**config.mk**
```make
export PLATFORM = sky130hd
export DESIGN_NAME = tcam_ternary
export DESIGN_NICKNAME = d
export VERILOG_FILES = /design/src/rtl/tcam_pkg.sv /design/src/rtl/tcam_prio_enc.sv /design/src/rtl/tcam_ternary.sv
export SDC_FILE = /design/constraint.sdc
export NUM_CORES = 1
export LEC_CHECK = 0
export CAP_MARGIN = 20
export CORE_MARGIN = 2
export CORE_UTILIZATION = 40
export CTS_CLUSTER_DIAMETER = 150
export DETAILED_ROUTE_END_ITERATION = 8
export SLEW_MARGIN = 20
export SYNTH_ARGS = -nofsm -noshare
export SYNTH_HDL_FRONTEND = slang
export SYNTH_SLANG_ARGS = --single-unit
```
**constraint.sdc**
```tcl
create_clock -name clk -period 3.31 [get_ports clk]
set_input_delay 0.8275 -clock clk [delete_from_list [all_inputs] [get_ports clk]]
set_output_delay 0.8275 -clock clk [all_outputs]
set_load 0.1 [all_outputs]
```
**src/rtl/tcam_pkg.sv**
```systemverilog
// Shared types and constants for the ternary CAM: FSM state encoding and
// 7-segment digit patterns (abcdefg, active high) used when TCAM_SEG7_EN is defined.
package tcam_pkg;

    typedef enum logic [0:0] {
        IDLE  = 1'b0,
        CLEAR = 1'b1
    } tcam_state_t;

    localparam logic [6:0] SEG7_0 = 7'b1111110;
    localparam logic [6:0] SEG7_1 = 7'b0110000;
    localparam logic [6:0] SEG7_2 = 7'b1101101;
    localparam logic [6:0] SEG7_3 = 7'b1111001;
    localparam logic [6:0] SEG7_4 = 7'b0110011;
    localparam logic [6:0] SEG7_5 = 7'b1011011;
    localparam logic [6:0] SEG7_6 = 7'b1011111;
    localparam logic [6:0] SEG7_7 = 7'b1110000;
    localparam logic [6:0] SEG7_8 = 7'b1111111;
    localparam logic [6:0] SEG7_9 = 7'b1111011;

    function automatic logic [6:0] seg7_digit(input logic [3:0] d);
        case (d)
            4'd0:    seg7_digit = SEG7_0;
            4'd1:    seg7_digit = SEG7_1;
            4'd2:    seg7_digit = SEG7_2;
            4'd3:    seg7_digit = SEG7_3;
            4'd4:    seg7_digit = SEG7_4;
            4'd5:    seg7_digit = SEG7_5;
            4'd6:    seg7_digit = SEG7_6;
            4'd7:    seg7_digit = SEG7_7;
            4'd8:    seg7_digit = SEG7_8;
            4'd9:    seg7_digit = SEG7_9;
            default: seg7_digit = SEG7_0;
        endcase
    endfunction

endpackage

```
**src/rtl/tcam_prio_enc.sv**
```systemverilog
// Combinational priority encoder over the match vector: lowest set index wins,
// multi flags two or more set bits. idx is 0 when nothing is set.
module tcam_prio_enc #(
    parameter int DEPTH = 16,
    localparam int ADDR_W = $clog2(DEPTH)
) (
    input  logic [DEPTH-1:0]  vec,
    output logic              hit,
    output logic [ADDR_W-1:0] idx,
    output logic              multi
);

    always_comb begin
        hit   = |vec;
        // Clearing the lowest set bit leaves something only if a second bit was set.
        multi = |(vec & (vec - DEPTH'(1)));
        idx   = '0;
        for (int i = DEPTH - 1; i >= 0; i--) begin
            if (vec[i]) idx = ADDR_W'(i);
        end
    end

endmodule

```
**src/rtl/tcam_ternary.sv**
```systemverilog
// Ternary CAM with a 2-stage search pipeline (match vector, then priority result)
// and a sequential clear sweep. Define TCAM_SEG7_EN to add 7-segment outputs of rslt_addr.
module tcam_ternary
    import tcam_pkg::*;
#(
    parameter int DATA_W = 10,
    parameter int DEPTH  = 16,
    parameter int ADDR_W = $clog2(DEPTH)
) (
    input  logic              clk,
    input  logic              reset_n,
    input  logic              wr_en,
    input  logic [ADDR_W-1:0] wr_addr,
    input  logic [DATA_W-1:0] wr_data,
    input  logic [DATA_W-1:0] wr_mask,
    input  logic              wr_valid,
    input  logic              clr,
    input  logic              srch_valid,
    input  logic [DATA_W-1:0] srch_key,
    output logic              srch_ready,
    output logic              busy,
    output logic              rslt_valid,
    output logic              rslt_hit,
    output logic [ADDR_W-1:0] rslt_addr,
    output logic              rslt_multi,
`ifdef TCAM_SEG7_EN
    output logic [6:0]        seg_lo,
    output logic [6:0]        seg_hi,
`endif
    output tcam_state_t       state
);

    localparam logic [ADDR_W:0]   DEPTH_L = (ADDR_W + 1)'(DEPTH);
    localparam logic [ADDR_W-1:0] LAST    = ADDR_W'(DEPTH - 1);

    logic [DATA_W-1:0] data_q [DEPTH];
    logic [DATA_W-1:0] mask_q [DEPTH];
    logic [DEPTH-1:0]  valid_q;
    logic [ADDR_W-1:0] cnt;
    logic [DEPTH-1:0]  match_c;
    logic [DEPTH-1:0]  match_q;
    logic              s1_valid;
    logic              srch_acc;
    logic              wr_ok;
    logic              enc_hit;
    logic              enc_multi;
    logic [ADDR_W-1:0] enc_idx;

    assign busy       = (state == CLEAR);
    assign srch_ready = ~busy;
    assign srch_acc   = srch_valid & srch_ready;
    assign wr_ok      = wr_en & (state == IDLE) & ({1'b0, wr_addr} < DEPTH_L);

    // Compare against the registered contents, so a same-cycle write is not yet visible.
    always_comb begin
        match_c = '0;
        for (int i = 0; i < DEPTH; i++) begin
            match_c[i] = valid_q[i] && (((srch_key ^ data_q[i]) & ~mask_q[i]) == '0);
        end
    end

    always_ff @(posedge clk) begin
        if (wr_ok) begin
            data_q[wr_addr] <= wr_data;
            mask_q[wr_addr] <= wr_mask;
        end
    end

    always_ff @(posedge clk or negedge reset_n) begin
        if (!reset_n) begin
            state   <= IDLE;
            cnt     <= '0;
            valid_q <= '0;
        end else if (state == IDLE) begin
            if (wr_ok) valid_q[wr_addr] <= wr_valid;
            if (clr) begin
                state <= CLEAR;
                cnt   <= '0;
            end
        end else begin
            valid_q[cnt] <= 1'b0;
            if (cnt == LAST) begin
                state <= IDLE;
                cnt   <= '0;
            end else begin
                cnt <= cnt + ADDR_W'(1);
            end
        end
    end

    tcam_prio_enc #(.DEPTH(DEPTH)) u_prio_enc (
        .vec   (match_q),
        .hit   (enc_hit),
        .idx   (enc_idx),
        .multi (enc_multi)
    );

    always_ff @(posedge clk or negedge reset_n) begin
        if (!reset_n) begin
            match_q    <= '0;
            s1_valid   <= 1'b0;
            rslt_valid <= 1'b0;
            rslt_hit   <= 1'b0;
            rslt_addr  <= '0;
            rslt_multi <= 1'b0;
        end else begin
            match_q    <= match_c;
            s1_valid   <= srch_acc;
            rslt_valid <= s1_valid;
            rslt_hit   <= s1_valid & enc_hit;
            rslt_multi <= s1_valid & enc_multi;
            rslt_addr  <= (s1_valid && enc_hit) ? enc_idx : '0;
        end
    end

`ifdef TCAM_SEG7_EN
    int idx_i;
    assign idx_i = int'(enc_idx);

    // Display holds the last hit address; misses leave it unchanged.
    always_ff @(posedge clk or negedge reset_n) begin
        if (!reset_n) begin
            seg_lo <= SEG7_0;
            seg_hi <= SEG7_0;
        end else if (s1_valid && enc_hit) begin
            seg_lo <= seg7_digit(4'(idx_i % 10));
            seg_hi <= seg7_digit(4'(idx_i / 10));
        end
    end
`endif

endmodule

```
==> impl_metrics.yaml <==
clock_network:
  cts-root-buf: "clkbuf_16"
  post_cts_resized: 0
  cts_tree: "built"
  h-tree-depth: 2
  worstSkewPairLatency_ns: 0.52
  clock-sinks: 365
  numCtsBuffers: 39
  clock_path_buffers: 3
  holdBufCountCts: 0
  cts.clk_slew.worst_paths_ns: 0.06
  cts_setup_buffers: 0
global_routing:
  grt_pass1_wl_microns: 44700
  antenna_found_initial: 0
  grt_pass1_vias: 7211
  gr-total-overflow: 0
  grt_usage_pct: 16.4
  grt_max_degree: 27
logic_synthesis:
  synth_area_leader_cell: "edfxtp_1"
  ys_top_cells_by_count: "320 x edfxtp_1, 160 x xnor2_1, 78 x o22ai_1, 63 x nor2_1, 45 x dfrtp_1"
  synth-main-ff-cell: "edfxtp_1"
  synth-seq-cells: 365
  synth_top_cell_area_share_pct: 69.0
  yosysSeqAreaShare_pct: 77.1
  synth.most_common_cell: "edfxtp_1"
  synthArstFlopShare_pct: 12.3
  yosysUniqueCellTypes: 40
  synthCells: 849
  yosysWarnings: 0
  synth_edf_count: 320
  syn_nets: 893
  syn_avg_cell_area_sq_um: 16.4
  synthTopCellsByArea: "edfxtp_1 69%, xnor2_1 10%, dfrtp_1 8.1%"
  synth.cell_area_sq_um: 13900
power:
  power.leakage_nw: 5.30
  ir_drop_mv: 0.551
  p_per_area_nw_per_um2: 619
  p_total_mw: 10.1
final_layout:
  final_nets: 990
  final.fill_count: 2996
  area_growth_pct: 17.8
  antenna_cells: 0
  fin_area_sq_um: 16400
  drive_gt1_share_pct: 12.5
drt:
  drtIter0Drc: 593
  routed_wl_microns: 29200
  drtPass1Iterations: 5
  drc_errors: 0
  drtAntennaViolNets: 0
  wire_per_inst_microns: 20.4
  avgViaCountPerCell: 5.10
  vias: 7296
placed_design:
  gp_congestion: 0.908
  place_ws_ns: 0.438
  place_hpwl_microns: 19500
  portBuffers: 49
  placed_area_sq_um: 15200
timing:
  hold_violations: 0
  finalCritPeriodShare_pct: 71.9
  fin_setup_tns_ns: 0
  relSlewSlack_pct: 44.7
  fmax_ghz: 0.420
  setup_ws_ns: 0.932
  setup-violations-final: 0
  skew_ns: 0.00981
  rsz0062_at_grt: "no"
  fin_crit_ns: 2.38
  drv_slew: 0
  worst_pin_slew_ns: 0.827
  whs_ns: 0.387
setup_path:
  crit_path_top_delay_cell: "dfrtp_1"
  crit_family: "flip-flops"
  critPathLaunchType: "flip-flop"
  cp_data_arrival_time_ns: 1.55
  crit_fanout: 18
  crit_required_ns: 2.48
  critPathKind: "flip-flop to output port"
  cp.depth: 1
  reg2reg_depth: 4
  critPathCaptureType: "output port"
  crit_chain: "buf_4"
  worst-path-buf-inv: 1
  max_stage_delay_ns: 0.65
die:
  start_util_pct: 40.5
  die_h_microns: 191
  core_region_area_sq_um: 34400
  ios: 50
  row_count: 68
  fp.dieArea_sq_um: 36300
  dieWidth_microns: 191
run_status:
  status: "completed"
run:
  max-cap-violations: 0
hold_path:
  hp-class: "input pin to async pin"
==> cells in the final DEF (no fill, tap or decap), types with 5 or more instances in the layout <==
master and instances:
clkdlybuf4s50_1 38, o22ai_1 78, o21ai_0 15, a21oi_1 24, clkinv_2 8, nor2b_1 6
clkinv_1 8, nor3_1 19, nand3_1 5, clkbuf_16 41, dfrtp_1 45, xnor2_1 160
edfxtp_1 320, clkbuf_1 10, or4_1 17, nor2_1 47, nand2_1 19, nor2_2 16
buf_4 42, nand2b_1 5, o21ai_1 6
==> kinds of logic (layout without fill, tap and decap cells) <==
| kind of cell | after synthesis | in the layout | synth area share [%] |
|---|---|---|---|
| xor gates and xnor gates | 160 | 160 | 10.1 |
| AOI/OAI and AO/OA | 140 | 140 | 6.16 |
| buffers and inverters | 35 | 161 | 1.12 |
| and+or+nand+nor | 144 | 144 | 5.11 |
| DFF | 365 | 365 | 77.1 |
| adders and majority gates | 5 | 5 | 0.431 |
==> layer usage <==
metal	global-route usage, %	vias up	routed length [microns]
met3	2.47	39	1150
met2	26.8	134	13800
met5	0	-	0
met4	3.73	0	433
li1	-	3396	-
met1	23.3	3727	13800
==> where the power goes <==
part | total [mW] | leakage [nW] | internal, mW | switching, mW
combinational | 0.804 | 1.21 | 0.289 | 0.516
clock | 4.13 | 0.602 | 2.46 | 1.67
sequential | 5.21 | 3.49 | 5.11 | 0.101
==> worst paths after layout <==
kind	end	from	slack, ns
min in group clk	rslt_valid	s1_valid	0.46
max	state	busy	0.93
min reg2reg	rslt_valid	s1_valid	0.46
min	match_q[6]	reset_n	0.39
max in group asynchronous	cnt[1]	reset_n	2.24
max reg2reg	data_q[15][7]	busy	1.29
==> registers in the layout (all words and copies together), names as in the netlist <==
name and cells:
rslt_multi 1, match_q 16, rslt_valid 1, mask_q 160
busy 1, rslt_hit 1, cnt 4, s1_valid 1
rslt_addr 4, valid_q 16, data_q 160
==> through the flow <==
step	std cells	utilization, %
2_1_floorplan	849	-
3_3_place_gp	1360	44.2
3_5_place_dp	1360	44.2
4_1_cts	1430	47.7
5_1_grt	1430	47.7
6_report	1430	47.7
==> cell type report <==
type,instances,area (sq um),area share [%]
inverters,6,22.5,0.137
flip-flops and latches,365,10700,65.5
clock buffers,53,1090,6.65
well taps,455,569,3.47
multi-input cells,449,3070,18.7
repair buffers,85,781,4.76
clock inverters,17,126,0.771
No activity file was read; power rests on OpenSTA's default activity.
